--- config.mk ---
export PLATFORM = sky130hd
export DESIGN_NAME = soft_ledda
export DESIGN_NICKNAME = d
export VERILOG_FILES = /design/src/rtl/soft_ledda.sv
export SDC_FILE = /design/constraint.sdc
export NUM_CORES = 1
export LEC_CHECK = 0
export ABC_CLOCK_PERIOD_IN_PS = 2110
export CAP_MARGIN = 10
export CORE_AREA = 3 3 119 121
export DETAILED_ROUTE_END_ITERATION = 16
export DIE_AREA = 0 0 122 124
export HOLD_SLACK_MARGIN = 0.05
export PLACE_DENSITY = 0.65
export SLEW_MARGIN = 20
export SYNTH_ARGS = -nofsm -noshare
export SYNTH_HDL_FRONTEND = slang
export SYNTH_SLANG_ARGS = --single-unit
--- constraint.sdc ---
create_clock -name clk -period 2.11 [get_ports clk]
set_input_delay 0.211 -clock clk [delete_from_list [all_inputs] [get_ports clk]]
set_output_delay 0.211 -clock clk [all_outputs]
set_load 0.02 [all_outputs]
--- src/rtl/soft_ledda.sv ---
// soft_ledda: bus-programmable RGB PWM engine with prescaler, blink FSM
// and register read-back; duty values are double-buffered per period.
module soft_ledda #(
    parameter int DUTY_W = 8,
    parameter int PRE_W  = 10
) (
    input  logic       clk,
    input  logic       rst,
    input  logic [7:0] dbw,
    output logic [7:0] dbr,
    input  logic [3:0] addr,
    input  logic       we,
    output logic       pwm_red,
    output logic       pwm_green,
    output logic       pwm_blue
);

    typedef enum logic [1:0] {
        S_DIS,
        S_ON,
        S_OFF
    } state_t;

    logic [DUTY_W-1:0] duty_r_q, duty_r_d;
    logic [DUTY_W-1:0] duty_g_q, duty_g_d;
    logic [DUTY_W-1:0] duty_b_q, duty_b_d;
    logic              en_q, en_d;
    logic [1:0]        pre_hi_q, pre_hi_d;
    logic [7:0]        pre_lo_q, pre_lo_d;
    logic [7:0]        ont_q, ont_d;
    logic [7:0]        oft_q, oft_d;

    logic [DUTY_W-1:0] act_r_q, act_r_d;
    logic [DUTY_W-1:0] act_g_q, act_g_d;
    logic [DUTY_W-1:0] act_b_q, act_b_d;
    logic [PRE_W-1:0]  pre_cnt_q, pre_cnt_d;
    logic [DUTY_W-1:0] pwm_cnt_q, pwm_cnt_d;
    logic              pwm_r_q, pwm_r_d;
    logic              pwm_g_q, pwm_g_d;
    logic              pwm_b_q, pwm_b_d;

    state_t            state_q;
    logic [7:0]        blink_cnt_q;

    logic [PRE_W-1:0]  pre_lim;
    logic              run;
    logic              tick;
    logic              period_end;
    logic              load;

    always_comb begin
        duty_r_d = duty_r_q;
        duty_g_d = duty_g_q;
        duty_b_d = duty_b_q;
        en_d     = en_q;
        pre_hi_d = pre_hi_q;
        pre_lo_d = pre_lo_q;
        ont_d    = ont_q;
        oft_d    = oft_q;
        if (we) begin
            unique case (addr)
                4'h1: duty_r_d = DUTY_W'(dbw);
                4'h2: duty_g_d = DUTY_W'(dbw);
                4'h3: duty_b_d = DUTY_W'(dbw);
                4'h8: begin
                    en_d     = dbw[7];
                    pre_hi_d = dbw[1:0];
                end
                4'h9: pre_lo_d = dbw;
                4'hA: ont_d    = dbw;
                4'hB: oft_d    = dbw;
                default: ;
            endcase
        end
    end

    always_comb begin
        dbr = 8'h00;
        unique case (addr)
            4'h1: dbr = 8'(duty_r_q);
            4'h2: dbr = 8'(duty_g_q);
            4'h3: dbr = 8'(duty_b_q);
            4'h8: dbr = {en_q, 5'b0, pre_hi_q};
            4'h9: dbr = pre_lo_q;
            4'hA: dbr = ont_q;
            4'hB: dbr = oft_q;
            default: dbr = 8'h00;
        endcase
    end

    // Counters only run once the FSM has left DIS, so every enable
    // starts a fresh period from pwm_cnt = 0.
    always_comb begin
        pre_lim    = PRE_W'({pre_hi_q, pre_lo_q});
        run        = en_q && (state_q != S_DIS);
        tick       = run && (pre_cnt_q == pre_lim);
        period_end = tick && (pwm_cnt_q == '1);
        load       = period_end || (state_q == S_DIS && en_q);

        pre_cnt_d = pre_cnt_q + 1'b1;
        if (!run || tick) begin
            pre_cnt_d = '0;
        end

        pwm_cnt_d = pwm_cnt_q;
        if (!run) begin
            pwm_cnt_d = '0;
        end else if (tick) begin
            pwm_cnt_d = pwm_cnt_q + 1'b1;
        end

        act_r_d = load ? duty_r_q : act_r_q;
        act_g_d = load ? duty_g_q : act_g_q;
        act_b_d = load ? duty_b_q : act_b_q;

        pwm_r_d = (pwm_cnt_q < act_r_q) && (state_q == S_ON);
        pwm_g_d = (pwm_cnt_q < act_g_q) && (state_q == S_ON);
        pwm_b_d = (pwm_cnt_q < act_b_q) && (state_q == S_ON);
    end

    always_ff @(posedge clk or negedge rst) begin
        if (!rst) begin
            duty_r_q  <= '0;
            duty_g_q  <= '0;
            duty_b_q  <= '0;
            en_q      <= 1'b0;
            pre_hi_q  <= '0;
            pre_lo_q  <= '0;
            ont_q     <= '0;
            oft_q     <= '0;
            act_r_q   <= '0;
            act_g_q   <= '0;
            act_b_q   <= '0;
            pre_cnt_q <= '0;
            pwm_cnt_q <= '0;
            pwm_r_q   <= 1'b0;
            pwm_g_q   <= 1'b0;
            pwm_b_q   <= 1'b0;
        end else begin
            duty_r_q  <= duty_r_d;
            duty_g_q  <= duty_g_d;
            duty_b_q  <= duty_b_d;
            en_q      <= en_d;
            pre_hi_q  <= pre_hi_d;
            pre_lo_q  <= pre_lo_d;
            ont_q     <= ont_d;
            oft_q     <= oft_d;
            act_r_q   <= act_r_d;
            act_g_q   <= act_g_d;
            act_b_q   <= act_b_d;
            pre_cnt_q <= pre_cnt_d;
            pwm_cnt_q <= pwm_cnt_d;
            pwm_r_q   <= pwm_r_d;
            pwm_g_q   <= pwm_g_d;
            pwm_b_q   <= pwm_b_d;
        end
    end

    // OFT of zero in OFF means blinking was just switched off: resume ON.
    always_ff @(posedge clk or negedge rst) begin
        if (!rst) begin
            state_q     <= S_DIS;
            blink_cnt_q <= '0;
        end else if (!en_q) begin
            state_q     <= S_DIS;
            blink_cnt_q <= '0;
        end else begin
            unique case (state_q)
                S_DIS: begin
                    state_q     <= S_ON;
                    blink_cnt_q <= '0;
                end
                S_ON: begin
                    if (period_end) begin
                        if (blink_cnt_q == ont_q && oft_q != 8'd0) begin
                            state_q     <= S_OFF;
                            blink_cnt_q <= '0;
                        end else begin
                            blink_cnt_q <= blink_cnt_q + 8'd1;
                        end
                    end
                end
                S_OFF: begin
                    if (period_end) begin
                        if (oft_q == 8'd0 || blink_cnt_q == oft_q - 8'd1) begin
                            state_q     <= S_ON;
                            blink_cnt_q <= '0;
                        end else begin
                            blink_cnt_q <= blink_cnt_q + 8'd1;
                        end
                    end
                end
                default: begin
                    state_q     <= S_DIS;
                    blink_cnt_q <= '0;
                end
            endcase
        end
    end

    assign pwm_red   = pwm_r_q;
    assign pwm_green = pwm_g_q;
    assign pwm_blue  = pwm_b_q;

endmodule

==> flow_summary.json <==
{
  "pre_cts_ws_ns": -0.375,
  "synth-edff-count": 0,
  "drive_above_1_share": 0.303,
  "p_leak_uw": 0.00341,
  "fillers": 1134,
  "worst_path_max_delay_cell": "or4_4",
  "swShare": 0.327,
  "syn_area_sq_mm": 0.00592,
  "reg2reg_slack_ns": -0.26,
  "area.growth.synth_to_final_pct": 24.6,
  "synth.top_cells.by_count": "dfrtp_1 (106), mux2_2 (52), nand2_1 (51), ha_1 (29), nor2_1 (28)",
  "r2r-end": "blink_cnt_q[7]",
  "finalSetupViolCount": 10,
  "violations": "negative setup slack",
  "ant_nets": 0,
  "syn_area_per_cell_sq_um": 10.8,
  "yosysUniqueCellTypes": 64,
  "maxCapViolCount": 0,
  "syn_inst": 549,
  "synth-xor-area-share": 0.0651,
  "hold_class": "input pin to asynchronous set/reset pin",
  "critPathMaxFanout": 9,
  "n_antenna_cell": 0,
  "final_cells": 832,
  "die_h_um": 124,
  "clock_skew_ns": 0.00604,
  "grt_pass1_wl_um": 23100,
  "reg2reg_depth": 8,
  "yosysMostFrequentCell": "dfrtp_1",
  "synth_area_leader_cell": "dfrtp_1",
  "grt_max_degree": 42,
  "ys_seq_area_frac": 0.448,
  "cts.root.buffer_cell": "clkbuf_16",
  "async_flop_share": 1.00,
  "drtIter0Drc": 242,
  "p_switching_uw": 2300,
  "utilization": 0.559,
  "cp-end-kind": "flip-flop",
  "p_int_uw": 4730,
  "required_ns": 2.34,
  "place_hpwl_um": 10500,
  "ys_warn_count": 0,
  "yosys.area_share.simple": 0.138,
  "ys.flop_type": "dfrtp_1",
  "path_clk_slew_ns": 0.07,
  "ios": 26,
  "slew_violations": 0,
  "path_cells": "or4_4 -> nor4b_2 -> a31oi_1 -> nor4_2 -> o31ai_4 -> buf_12 -> a21oi_4 -> o22ai_2",
  "r2r-start": "oft_q[0]",
  "vias": 4373,
  "wire_per_inst_um": 17.1,
  "crit_path_start": "oft_q[0]",
  "muxShareOfSynthArea": 0.136,
  "status": "finished, violations left",
  "ctsLongestPathBuffers": 2,
  "rsz0062_at_grt": "true",
  "vdd_drop_max_uv": 618,
  "antenna_found_initial": 0,
  "fmax_mhz": 422,
  "grt-ovfl-total": 0,
  "ys_seq_elements": 106,
  "synth_top_area_share": 0.448,
  "htreeDepth": 3,
  "post-route-cell-area_sq_mm": 0.00737,
  "slowest_delay_ns": 0.56,
  "rows": 42,
  "synth-adder-area-share": 0.0613,
  "finalHoldViolations": 0,
  "grt_usage": 0.198,
  "dr.pass1.iters": 5,
  "cts.sinks": 106,
  "die_area_sq_mm": 0.0151,
  "finalCritPeriodShare": 1.12,
  "start_util": 0.449,
  "dp_cells": 807,
  "gp_congestion": 0.882,
  "nets": 695,
  "worstSetupStartpointType": "flip-flop",
  "portBuffers": 25,
  "drt_wl_total_um": 14200,
  "slew_headroom": 0.655,
  "cp.arrival_ns": 2.59,
  "fp.dieW_um": 122,
  "seq_power_share": 0.403,
  "power_frac_clock": 0.244,
  "core_area_sq_mm": 0.0132,
  "avgViaCountPerCell": 5.26,
  "comb_power_share": 0.353,
  "place_area_sq_mm": 0.00692,
  "cts_buffers": 9,
  "tightest_slew_ns": 0.518,
  "setup_ws_ns": -0.258,
  "grt_pass1_vias": 4505,
  "cts_tree": "built",
  "synth-compound-area-share": 0.112,
  "synth_top_family_by_area": "simple AND/OR/NAND/NOR gates",
  "synthesis.nets": 593,
  "drc": 0,
  "layout_min_cycle_time_ns": 2.37,
  "multi_input_area_sq_mm": 0.00316,
  "power.density_mw_per_mm2": 954,
  "insertion_delay_ns": 0.35,
  "seqCellArea_sq_mm": 0.00265,
  "ys_top_cells_by_area": "dfrtp_1 (45%), mux2_2 (9.9%), ha_1 (6.1%), xnor2_1 (3.3%), xor2_1 (3.3%)",
  "worstSetupPathType": "flip-flop to flip-flop"
}
-- final cells by class --
class	count	area share
repair buffers	114	0.126
multi-input cells	393	0.429
flip-flops and latches	106	0.360
well taps	176	0.0299
clock inverters	4	0.00662
inverters	27	0.0137
clock buffers	12	0.0348
-- flip-flops by register name, summed over array words and instances, names as in the netlist, 2 cells and up --
signal,count
pre_cnt_q,10
act_b_q,8
act_g_q,8
act_r_q,8
blink_cnt_q,8
duty_b_q,8
duty_g_q,8
duty_r_q,8
oft_q,8
ont_q,8
pre_lo_q,8
pwm_cnt_q,8
pre_hi_q,2
state_q,2
-- cell families (layout without fill, tap and decap cells) --
group,count (synthesis),after routing
simple gates,158,158
fa+ha+maj,29,29
flops,106,106
buf+inv,51,157
xor+xnor,44,44
compound gates,91,92
mux,70,70
-- per-layer routing --
metal	routed length, um	global-route usage	up-vias	part of all wire
met5	0	0	-	0
met4	182	0.0476	0	0.013
met3	412	0.0400	12	0.029
met2	7220	0.345	68	0.51
met1	6410	0.256	2147	0.45
li1	-	-	2146	-
-- worst max-delay path by stage --
stage,to,slack (ns),depth (start not counted)
final,blink_cnt_q[7],-0.26,8
after global routing,blink_cnt_q[7],-0.34,8
after CTS,blink_cnt_q[2],-0.21,8
after detailed placement,dbr[7],-0.37,8
after global placement,dbr[7],-0.36,8
after floorplan,blink_cnt_q[6],-0.02,7
-- timing repair --
item                                   CTS  global route
buffers inserted                         2             6
pin swaps                               10            13
cloned                                   0             1
endpoints found under the hold margin   36             0
hold buffers                             1             0
setup endpoints to repair               30            40
resized for setup                       28            24
-- worst max-delay path: cells and delay by family, from the launching register on --
family,cells,cell delay [ns]
AO/OA/AOI/OAI,4,0.55
buffers and inverters,1,0.16
AND/OR/NAND/NOR,3,1.11
flip-flops,1,0.41
-- through the flow --
stage | total power (uW) | setup TNS [ns] | hold slack, ns
after CTS | 7020 | -1.75 | 0.399
after floorplan | 4330 | -0.0876 | -0.0846
final | 7030 | -2.17 | 0.367
after global placement | 5140 | -4.38 | 0.224
after global routing | 7480 | -3.14 | 0.408
after detailed placement | 5210 | -5.61 | 0.225
-- placed cells by master, fill, tap and decap left out, types with 6 or more instances in the layout --
master	count
buf_4	85
nand4_1	6
o21ai_1	23
dfrtp_1	106
nand2b_1	13
clkdlybuf4s50_1	15
inv_1	25
o21ai_0	8
a21o_1	14
xor2_1	22
and3_1	6
xnor2_1	22
mux2i_1	12
ha_1	28
mux2_2	52
nor3_1	12
nand2_1	51
clkbuf_16	9
nand3_1	9
nor2_1	28
-- power groups by stage --
stage	Clock (uW)	Combinational [uW]	Sequential, uW
finish	1720	2480	2830
global route	1850	2740	2890
CTS	1760	2430	2830
detailed placement	0	2350	2860
global placement	0	2280	2860
floorplan	0	1540	2790
Power figures use the tool's default switching activity.
